### src/rtl/hash_arbiter.sv
// hash_arbiter: round-robin arbiter feeding two byte-stream requesters into one hash core,
// with zero-length rejection and a hash_ready timeout.
module hash_arbiter #(
  parameter int LEN_W   = 64,
  parameter int DIG_W   = 32,
  parameter int TIMEOUT = 16
) (
  input  logic             clk,
  input  logic             rst,
  input  logic [1:0]       req,
  input  logic [LEN_W-1:0] req_len0,
  input  logic [LEN_W-1:0] req_len1,
  input  logic [7:0]       byte0,
  input  logic [7:0]       byte1,
  input  logic [1:0]       byte_valid,
  output logic [1:0]       byte_ready,
  output logic [1:0]       done,
  output logic [1:0]       err,
  output logic [DIG_W-1:0] digest_out,
  output logic [7:0]       core_M,
  output logic             core_M_valid,
  output logic [LEN_W-1:0] core_len,
  input  logic             core_hash_ready,
  input  logic [DIG_W-1:0] core_digest
);
  localparam int TW = $clog2(TIMEOUT + 1);
  typedef enum logic [2:0] {IDLE, LOAD, STREAM, WAIT, FINISH} state_t;
  state_t           state;
  logic             g, last, acc, ng;
  logic [1:0]       oh, done_r, err_r;
  logic [7:0]       m_last, bsel;
  logic [LEN_W-1:0] cnt, nlen;
  logic [TW-1:0]    tcnt;
  always_comb begin
    oh   = g ? 2'b10 : 2'b01;
    bsel = g ? byte1 : byte0;
    acc  = (state == STREAM) && byte_valid[g];
    ng   = (&req) ? ~last : req[1];
    nlen = ng ? req_len1 : req_len0;
  end
  assign byte_ready   = (state == STREAM) ? oh : 2'b00;
  assign core_M_valid = acc;
  assign core_M       = acc ? bsel : m_last;
  assign done         = done_r;
  assign err          = err_r;
  always_ff @(posedge clk or posedge rst) begin
    if (rst) begin
      state      <= IDLE;
      g          <= 1'b0;
      last       <= 1'b1;
      cnt        <= '0;
      tcnt       <= '0;
      m_last     <= '0;
      core_len   <= '0;
      digest_out <= '0;
      done_r     <= '0;
      err_r      <= '0;
    end else begin
      done_r <= '0;
      err_r  <= '0;
      if (acc) m_last <= bsel;
      case (state)
        IDLE: if (|req) begin
          g        <= ng;
          last     <= ng;
          core_len <= nlen;
          cnt      <= nlen;
          state    <= LOAD;
          if (nlen == '0) err_r <= ng ? 2'b10 : 2'b01;
        end
        LOAD: state <= (cnt == '0) ? IDLE : STREAM;
        STREAM: if (acc) begin
          cnt <= cnt - 1'b1;
          if (cnt == LEN_W'(1)) begin
            state <= WAIT;
            tcnt  <= '0;
          end
        end
        WAIT: if (core_hash_ready) begin
          digest_out <= core_digest;
          done_r     <= oh;
          state      <= FINISH;
        end else if (tcnt == TW'(TIMEOUT - 1)) begin
          err_r <= oh;
          state <= IDLE;
        end else tcnt <= tcnt + 1'b1;
        FINISH: state <= IDLE;
        default: state <= IDLE;
      endcase
    end
  end
endmodule

### config.mk
export PLATFORM = sky130hd
export DESIGN_NAME = hash_arbiter
export DESIGN_NICKNAME = d
export VERILOG_FILES = /design/src/rtl/hash_arbiter.sv
export SDC_FILE = /design/constraint.sdc
export NUM_CORES = 1
export LEC_CHECK = 0
export ABC_CLOCK_PERIOD_IN_PS = 12900
export BUFFER_PORTS_ARGS = -buffer_cell sky130_fd_sc_hd__buf_2
export CORE_MARGIN = 2
export CORE_UTILIZATION = 56
export DETAILED_ROUTE_END_ITERATION = 8
export PLACE_DENSITY = 0.92
export SLEW_MARGIN = 15
export SYNTH_ARGS = -nofsm -noshare
export SYNTH_HDL_FRONTEND = slang
export SYNTH_SLANG_ARGS = --single-unit
### constraint.sdc
create_clock -name clk -period 12.9 [get_ports clk]
set_input_delay 0.645 -clock clk [delete_from_list [all_inputs] [get_ports clk]]
set_output_delay 0.645 -clock clk [all_outputs]
set_load 0.02 [all_outputs]
Word-level counts from Yosys, hierarchy flattened

Cells that the tools add are included.

Input bits: 183
Register bits after elaboration: 182
Output and inout port bits: 111
Logic and storage cells: 69

Muxes and demuxes: 31
Magnitude comparators: 1
Reductions and logical operators: 13
Eq/ne operators: 11
Bitwise gates (word level): 1
$add $sub $neg: 2

Operators with widths:

| operator                                                             | count |
|---|---|
| 64-bit 2-to-1 mux                                                    | 3 |
| 64-bit zero test                                                     | 2 |
| 64-bit case mux with 2 select lines                                  | 1 |
| 64-bit by 1-bit == test with 1-bit output, second input constant     | 1 |
| 64-bit by 1-bit subtractor with 64-bit output, second input constant | 1 |
| 2-bit 2-to-1 mux                                                     | 10 |
| 5-bit 2-to-1 mux                                                     | 4 |
| 8-bit 2-to-1 mux                                                     | 2 |
| 3-bit 2-to-1 mux                                                     | 5 |
| 3-bit case mux with 4 select lines                                   | 1 |
| 5-bit case mux with 2 select lines                                   | 1 |
| 2-bit != test, second input constant                                 | 4 |
| 3-bit by 2-bit == test with 1-bit output, second input constant      | 2 |
| 2-bit AND reduction                                                  | 3 |
| 5-bit by 1-bit adder with 5-bit output, second input constant        | 1 |
| 5-bit by 4-bit == test with 1-bit output, second input constant      | 1 |
| 5-bit AND reduction                                                  | 1 |
| 2-bit case mux with 2 select lines                                   | 1 |
| 4-bit AND reduction                                                  | 1 |
| 2-bit nonzero test                                                   | 2 |
| 3-bit by 1-bit == test with 1-bit output, second input constant      | 1 |
| 3-bit zero test                                                      | 1 |
| 1-bit 2-to-1 mux                                                     | 3 |
| 3-bit != test, second input constant                                 | 1 |
| other kinds (6)                                                      | 6 |

Longest topological paths before layout

Gate-level depths: netlist of the first run.

Word-level depth: 7
Gate-level depth with buffers: 11
Gate-level depth less buffers: 8

Least setup slack after synthesis of the first run

OpenSTA, ideal clock, no wires.

Kind: in2out
From: input port byte_valid[1]
To: output port core_M[0]
Slack: 9,994 ps
Arrival time: 2,261 ps
Data required time: 12,255 ps
Path buffers: 1
Cell stages on the path: 7
Cells stage by stage: mux2i_1 a2111oi_4 nand2_1 inv_2 buf_1 nor2_1 a21oi_1

Word-level cells in the longest chain between the ends: 4

Ends and longest elaborated chain:

| element                                             | RTL line | text |
|---|---|---|
| start, declared                                     | 15       | `input logic [1:0] byte_valid,` |
| 1-bit 2-to-1 mux (implied by the code) (2 in a row) | 37       | `acc = (state == STREAM) && byte_valid[g];` |
| 1-bit logical AND                                   | 37       |  |
| 8-bit 2-to-1 mux                                    | --       |  |
| end, declared                                       | 20       | `output logic [7:0] core_M,` |

Every way passes these cells. The select of a mux whose other input is x is not followed.

Worst setup path after layout of the first run

From: register g
To: output port core_M[4]

Word-level cells in the longest chain between the ends: 4
Elaborated cells on any way between the ends: 5
Those cells by class: mux (4); reduce/logical (1)

Ends and longest elaborated chain:

| element                                             | RTL line | text |
|---|---|---|
| start, declared                                     | 29       | `logic g, last, acc, ng;` |
| start signal, assigned                              | 64       | `g <= ng;` |
| 1-bit 2-to-1 mux (implied by the code) (2 in a row) | 37       |  |
| 1-bit logical AND                                   | 37       |  |
| 8-bit 2-to-1 mux (*)                                | --       |  |

Mark *: on every way between the ends. The rest lies on a longest branch, timed or not. The select of a mux whose other input is x is not followed.

==> results, run 1 <==
- The detailed-routed wire length on met2 is 15.17 mm.
- The count of buffers added by post-CTS timing repair for setup is 0.
- After global routing the overflow that remains totals 0.
- The wire length on met3 is 4.356 mm.
- Row generation in the floorplan step produced 47 rows.
- Yosys mapped a number of flops with a built-in enable equal to 0.
- The number of different library cells used by synthesis comes to 70.
- The largest clock skew in the final design is 0.01089 ns.
- The worst setup path is launched from a register.
- Relative to the synthesized area, the layout overhead comes to 22.82%.
- The maximum vdd ir drop is 143.4 uV.
- For this block, the via count after detailed routing is 9800.
- The biggest fanout along the worst timing path is 52.
- The die height is 134.8 um.
- The setup TNS is 0 ns.
- The data required time at the worst endpoint is 12.26 ns.
- The Yosys step of the flow raised 0 warnings.
- The number of resized instances in the post-cts repair step is 0.
- After the flow finishes, the layout carries non-filler instances totaling 1518.
- The top cell types in the final layout, fill and taps aside, are 293 x sky130_fd_sc_hd__buf_2, 181 x sky130_fd_sc_hd__dfrtp_1, 139 x sky130_fd_sc_hd__nand2_1.
- The x dimension of the die is 134.8 um.
- The global placer's final weighted congestion is 0.9610.
- The area of the core region is 0.01664 mm2.
- The clock sink count is 182.
- The final-report max-slew violation count was 0.
- 294 I/O pins were placed.
- Setup violations remaining at the end of the flow were counted as 0.
- The maximum number of buffers from clock root to sink is 2.
- The critical path goes through mux2i_1, a2111oi_4, buf_4, nand2_1, inv_2, nor2_1, a21oi_1, buf_2.
- Clock latency on the worst-skew pair, taken at its later pin, is 0.45 ns.
- The number of nets in the layout is 1470.
- The cell sitting at the root of the clock tree is a sky130_fd_sc_hd__clkbuf_16.
- Signal routing reaches up to met4.
- The transition time at the pin with the least slew margin is 0.9648 ns.
- After layout, the worst path uses 35.22% of the clock period.
- In this run the cell area of the synthesized design comes to 0.009577 mm2.
- A synthesized cell averages 9.352 um2.
- In the routed design, unresolved DRC markers number 0.
- The slowest stage of the critical path is the sky130_fd_sc_hd__dfrtp_1 cell.
- The residual antenna-violating net count after detailed routing is 0.
- Setup repair after global routing left no endpoint under its margin.
- The number of violations reported at the end of detailed-routing iteration 0 is 1431.
- The sequential element share of the synthesized area is 47.57%.
- The routed wirelength normalized by instance count is 21.59 um.
- The flow ran to the end, and the final reports show no timing, DRC or antenna violations.
- The aggregate global-route resource usage is 36.33%.
- The hold violation total from the final report is 0.
- The number of H-tree levels is 4.
- The area of the multi-input gates is 0.004726 mm2.
- The pre-antenna-repair detailed-routing pass consisted of 8 iterations.
- sky130_fd_sc_hd__dfrtp_1 takes more of the synthesized area than any other cell.
- Data arrives at the worst endpoint at 3.90 ns.
- The top cell type by area accounts for 47.30% of the synthesized area.
- The most instantiated flip-flop cell in the synthesis netlist is sky130_fd_sc_hd__dfrtp_1.
- The flip-flop and latch count after synthesis is 182.
- In this run, placement finished with an instance count of 1483.
- The timing-limited maximum frequency is 220.1 MHz.
- For this design the ratio of total power to cell area is 262.3 mW/mm2.
- On the worst path, the slowest cell contributes a delay of 0.68 ns.
- The worst hold path belongs to the class in -> async.
- Buffers inserted during clock tree synthesis total 17.
- STA classifies the critical path endpoint as a primary output.
- Leaving out fill and tap cells, the most frequent cell in the layout is sky130_fd_sc_hd__buf_2.
- The clock period minus final worst setup slack is 4.543 ns.
- The share of synthesized registers carrying an async set or reset is 100.0%.
- The hold-fix buffer count after cts is 0.
- Across all hold checks on the routed design, the worst slack comes to 0.4221 ns.
- The ratio of cells with drive above 1 in the final layout is 31.20%.
- The clock-pin slew reported for the worst setup and hold paths after clock tree synthesis is 0.07 ns.
- The beginning of the worst register-to-register path is g.
- The worst setup path startpoint is g.
- Fill cells in the final layout number 1237.
- The total chip power is 3.085 mW.
- The class of the most critical setup path is reg -> out.
- The effective utilization at floorplan is 57.54%.
- The global-route wire length before repair is 50.37 mm.
- The number of violations of the max-capacitance limit is 0.
- In the final routing, the length of wire on met1 measures 11.50 mm.
- The number of standard cells after synthesis is 1024.
- The area of all sequential standard cells is 0.004556 mm2.
- The reg-to-reg setup timing slack is 8.81 ns.
- In the routed layout, each cell is associated on average with a via count of 6.456.
- In this run the static leakage power is 5.467 nW.
- The net count of the mapped netlist is 1212.
- The routed wire length is 32.77 mm.
- In the post-synthesis netlist, the biggest area contributors are sky130_fd_sc_hd__dfrtp_1 47%, sky130_fd_sc_hd__nand2_1 5.5%, sky130_fd_sc_hd__a21oi_1 5.4%.
- The worst-case headroom to the max-slew limit is 35.68%.
- The area of the die is 0.01816 mm2.
- The number of global-route vias before repair was 9327.
- The clock tree from TritonCTS is built.
- The count of input and output buffers is 293.
- Entering global routing, the biggest net connects 110 pins.
- Once detailed placement completed, the half-perimeter wirelength came to 24.24 mm.
- The number of antenna violations at the first check in global routing is 3.
-- sequential cells by signal, summed over array words and instances (netlist names) --
name,cells
last,1
done,2
cnt,64
m_last,8
g,1
err,2
state,3
digest_out,32
core_len,64
tcnt,5
-- stage by stage --
step	utilization (%)	cell area, um2	setup WS (ns)
finish	70.68	11760	8.357
global route	70.68	11760	8.176
CTS	70.63	11760	8.442
detailed placement	67.06	11160	8.945
global placement	67.06	11160	9.051
floorplan	-	9577	7.313
-- power breakdown --
part | internal (mW) | leakage (nW) | switching (mW) | total [mW]
clock | 0.291 | 0.287 | 0.246 | 0.537
sequential | 0.855 | 2.16 | 0.233 | 1.09
combinational | 0.529 | 3.01 | 0.932 | 1.46
-- cells in the mapped netlist, types with 3 or more instances --
library cell               instances
sky130_fd_sc_hd__a31oi_1           9
sky130_fd_sc_hd__dfrtp_1         181
sky130_fd_sc_hd__or3_1            16
sky130_fd_sc_hd__o311ai_0         11
sky130_fd_sc_hd__a21oi_1         104
sky130_fd_sc_hd__a211o_1           3
sky130_fd_sc_hd__a22oi_1           4
sky130_fd_sc_hd__and2_1            5
sky130_fd_sc_hd__nor4_1           48
sky130_fd_sc_hd__nand3_1          25
sky130_fd_sc_hd__clkbuf_1         49
sky130_fd_sc_hd__nand4_2           3
sky130_fd_sc_hd__nor3_1           26
sky130_fd_sc_hd__nor3b_1           3
sky130_fd_sc_hd__o22ai_1           5
sky130_fd_sc_hd__o21a_1            6
sky130_fd_sc_hd__or4_1             9
sky130_fd_sc_hd__o22a_1            4
sky130_fd_sc_hd__nand4_1          17
sky130_fd_sc_hd__a21o_1           25
sky130_fd_sc_hd__a311o_1           4
sky130_fd_sc_hd__a32o_1            5
sky130_fd_sc_hd__a221o_1           3
sky130_fd_sc_hd__o31ai_1           4
sky130_fd_sc_hd__and3_1            5
sky130_fd_sc_hd__mux2_2           39
sky130_fd_sc_hd__o211ai_1          8
sky130_fd_sc_hd__o21ai_0          52
sky130_fd_sc_hd__a22o_1            9
sky130_fd_sc_hd__buf_1             7
sky130_fd_sc_hd__ha_1              5
sky130_fd_sc_hd__mux2i_1          39
sky130_fd_sc_hd__inv_1            14
sky130_fd_sc_hd__buf_2             6
sky130_fd_sc_hd__nor2_1           83
sky130_fd_sc_hd__or2_2             3
sky130_fd_sc_hd__nor4b_1           3
sky130_fd_sc_hd__nand2_1         141
-- critical path: cells and delay by family (launching register included) --
kind	cells	cell delay [ns]
compound gates	2	0.58
buf+inv	3	1.27
flops	1	0.68
mux	1	0.31
simple gates	2	0.58
-- metal layers --
metal  up-vias  GRT usage (%)
met4         0          20.00
met1      4587          44.39
met2       774          57.84
met3       119          10.96
li1       4320              -
met5         -              0
-- final timing paths --
check | end | cells past startpoint
worst max-delay path | core_M[4] | 8
worst min-delay path | digest_out[13] | 2
worst max register to register | tcnt[1] | 9
worst min register to register | core_len[44] | 1
max in group asynchronous | core_len[6] | 3
min in group clk | digest_out[9] | 2
-- final cells by class --
class / instances / share of cell area [%]
multi-input combinational: 763 / 40.18
sequential: 182 / 38.73
timing repair buffer: 303 / 13.11
clock buffer: 17 / 3.617
tap: 220 / 2.340
clock inverter: 15 / 1.447
inverter: 15 / 0.5212
antenna: 3 / 0.06382
-- cell families (layout without fill, tap and decap cells) --
logic type	after synthesis	after routing	share of synthesized area, %
flip-flops	182	182	47.57
AND/OR/NAND/NOR	406	406	21.43
other	0	3	0
multiplexers	78	78	8.662
AO/OA/AOI/OAI	274	274	18.36
adder cells (fa/ha/maj)	5	5	0.6533
buffers and inverters	79	350	3.332
Note: power is estimated with default switching activity, not from simulation.
==> run 2: changes to the inputs <==
ABC_CLOCK_PERIOD_IN_PS = 4700   (was 12900)
CORE_UTILIZATION = 52   (was 56)
PLACE_DENSITY = 0.87   (was 0.92)
clock period = 4.7 ns   (was 12.9 ns; I/O delays follow)
==> results, run 2 (synthesis results as in run 1) <==
- The worst setup path is of the reg -> out kind.
- The residual antenna-violating net count after detailed routing is 0 (unchanged).
- The final-report max-slew violation count came to 0 (unchanged).
- The library cells used most frequently in the layout, excluding fill and tap cells, are 293 x sky130_fd_sc_hd__buf_2, 181 x sky130_fd_sc_hd__dfrtp_1, 140 x sky130_fd_sc_hd__nand2_1.
- The clock sink count was 182 (unchanged).
- The total net switching power is 3.770 mW (+170%).
- The arrival time reported for the critical path endpoint is 3.41 ns (-0.49 ns).
- The cell at the root of the clock tree is sky130_fd_sc_hd__clkbuf_16.
- The maximum number of pins on one net before global-route repair is 63 (-43%).
- The maximum vdd ir drop was 387.8 uV (+170%).
- The effective utilization at floorplan was 53.13% (-4.4 points).
- The most common cell after layout, fill and taps aside is sky130_fd_sc_hd__buf_2.
- The die height is 139.7 um (+3.7%).
- The area of the multi-input gates is 0.004723 mm2 (about the same).
- The area of the core region is 0.01802 mm2 (+8.3%).
- The boundary pin count is 294 (unchanged).
- The leakage power total came to 5.491 nW (+0.45%).
- The largest registers in the layout are cnt: 64 flops, core_len: 64 flops, digest_out: 32 flops.
- The clock latency reported for the late side of the worst-skew pair is 0.44 ns (about the same).
- The fraction of power consumed by combinational cells is 46.7% (-0.6 points).
- The clock power share is 17.6% (+0.2 points).
- The aggregate global-route resource usage is 31.53% (-4.8 points).
- The ratio of cells with drive above 1 in the final layout is 31.23% (+0.034 points).
- The final cell area excluding filler cells is 0.01181 mm2 (+0.38%).
- The count of input and output buffers is 293 (unchanged).
- The setup TNS came to 0 ns (unchanged).
- The number of global-route vias before repair is 9175 (-1.6%).
- The instance area after placement is 0.01120 mm2 (+0.34%).
- The area of the die is 0.01952 mm2 (+7.5%).
- The clock-pin slew reported for the worst setup and hold paths after clock tree synthesis is 0.07 ns (about the same).
- The number of core rows is 49 (+4.3%).
- The hold-fix buffer count after cts is 1 (+1).
- The biggest fanout along the worst timing path is 27 (-48%).
- The final critical path takes up 77.55% of the cycle.
- The number of violations of the max-capacitance limit is 0 (unchanged).
- The number of H-tree levels was 4 (unchanged).
- The number of nets in the layout came to 1475 (+0.34%).
- The number of resized instances in the post-cts repair step is 0 (unchanged).
- The kind of path behind the tightest hold check is in -> reg.
- Derived from the worst setup path, the maximum achievable clock frequency is 274.4 MHz.
- The flow ran to the end, and the final reports show no timing, DRC or antenna violations.
- The clock period minus final worst setup slack is 3.645 ns.
- The clock tree from TritonCTS is built.
- The number of setup violations in the final report is 0 (unchanged).
- The first-pass iteration count of the detailed router came to 6 (-2).
- The area added between synthesis and finish is 23.30%.
- The routed via count divided by cell count is 6.268 (-2.9%).
- The largest clock skew in the final design is 0.01086 ns (-0.00002530 ns).
- The sequential power share is 35.7% (+0.5 points).
- The worst-case headroom to the max-slew limit is 23.98% (-12 points).
- The cell-internal power is 4.647 mW (+180%).
- The x dimension of the die is 139.7 um (+3.7%).
- The routed wirelength normalized by instance count was 20.51 um (-5.0%).
- The leftover overflow at the end of global routing came to 0 (unchanged).
- The maximum number of buffers from clock root to sink is 2 (unchanged).
- The number of violations reported at the end of detailed-routing iteration 0 came to 996 (-30%).
- The global placer's final weighted congestion came to 0.9070 (-5.6%).
- The DRC violation count after routing is 0 (unchanged).
- The number of antenna violations at the first check in global routing is 0 (-3).
- The worst setup path is captured at a primary output.
- The area of all sequential standard cells is 0.004556 mm2 (unchanged).
- The detailed-placement wirelength estimate came to 23.19 mm (-4.3%).
- The routed wire length is 31.37 mm (-4.3%).
- The number of vias in the routed layout is 9584 (-2.2%).
- The power density relative to cell area is 712.8 mW/mm2 (+170%).
- STA classifies the critical path startpoint as a register.
- The number of buffers inserted during clock tree synthesis is 17 (unchanged).
- The data required time at the worst endpoint is 4.47 ns (-7.79 ns).
- Setup repair after global routing left no endpoint under its margin.
- The global-route wire length before repair was 48.65 mm (-3.4%).
- The total of fill cells in the finished design is 1465 (+18%).
- The hold violation total from the final report is 0 (unchanged).
- The count of buffers added by post-CTS timing repair for setup was 0 (unchanged).
- The transition time at the pin with the least slew margin is 1.137 ns (+0.1727 ns).
- The number of diodes added for antenna fixing is 0 (-3).
- The fraction of power spent switching nets is 44.79% (-0.93 points).
run 2: worst max-delay path, cell delays in order, from the launching register on:
cell                        delay (ns)
sky130_fd_sc_hd__dfrtp_1          0.75
sky130_fd_sc_hd__mux2i_1          0.28
sky130_fd_sc_hd__a2111oi_4        0.42
sky130_fd_sc_hd__nand2_1          0.44
sky130_fd_sc_hd__inv_2            0.58
sky130_fd_sc_hd__nor2_1           0.10
sky130_fd_sc_hd__a21oi_1          0.19
sky130_fd_sc_hd__buf_2            0.20
run 2: power by group through the flow:
stage	clock [mW]	combinational [mW]	sequential (mW)
global route	1.56	4.26	3.10
floorplan	0	2.28	3.34
global placement	0	3.75	2.95
detailed placement	0	3.89	2.99
CTS	1.49	3.90	2.98
finish	1.48	3.93	3.00
run 2: final timing paths:
path,startpoint,endpoint,slack (ns),cells after the start
max reg2reg,g,cnt[40],1.15,8
max in group asynchronous,rst,cnt[34],3.23,4
max,g,core_M[5],1.06,7
min,core_digest[22],digest_out[22],0.02,2
min in group asynchronous,rst,core_len[10],0.37,3
min reg2reg,core_len[59],core_len[59],0.48,1
run 2: metrics by stage:
| stage | instances | hold slack [ns] | util (%) | total power, mW | worst slack (ns) |
|---|---|---|---|---|---|
| 2_1_floorplan | 1024 | 0.3856 | - | 5.618 | 2.129 |
| 3_3_place_gp | 1496 | 0.2890 | 62.12 | 6.702 | 1.386 |
| 3_5_place_dp | 1496 | 0.2926 | 62.12 | 6.874 | 1.258 |
| 4_1_cts | 1529 | 0.01328 | 65.51 | 8.372 | 1.145 |
| 5_1_grt | 1529 | 0.01115 | 65.51 | 8.923 | 0.8859 |
| 6_report | 1529 | 0.01859 | 65.51 | 8.417 | 1.055 |
run 2: cell type report:
cell class	count	share of cell area, %
multi-input combinational	763	40.00
sequential	182	38.58
timing repair buffer	308	13.39
clock buffer	18	3.635
tap	229	2.427
clock inverter	14	1.452
inverter	15	0.5086
run 2: per-layer routing:
metal	wire length, um	track usage, %
met1	12410	41.49
met2	14810	50.04
met3	3197	8.706
met4	945	12.00
met5	0	0
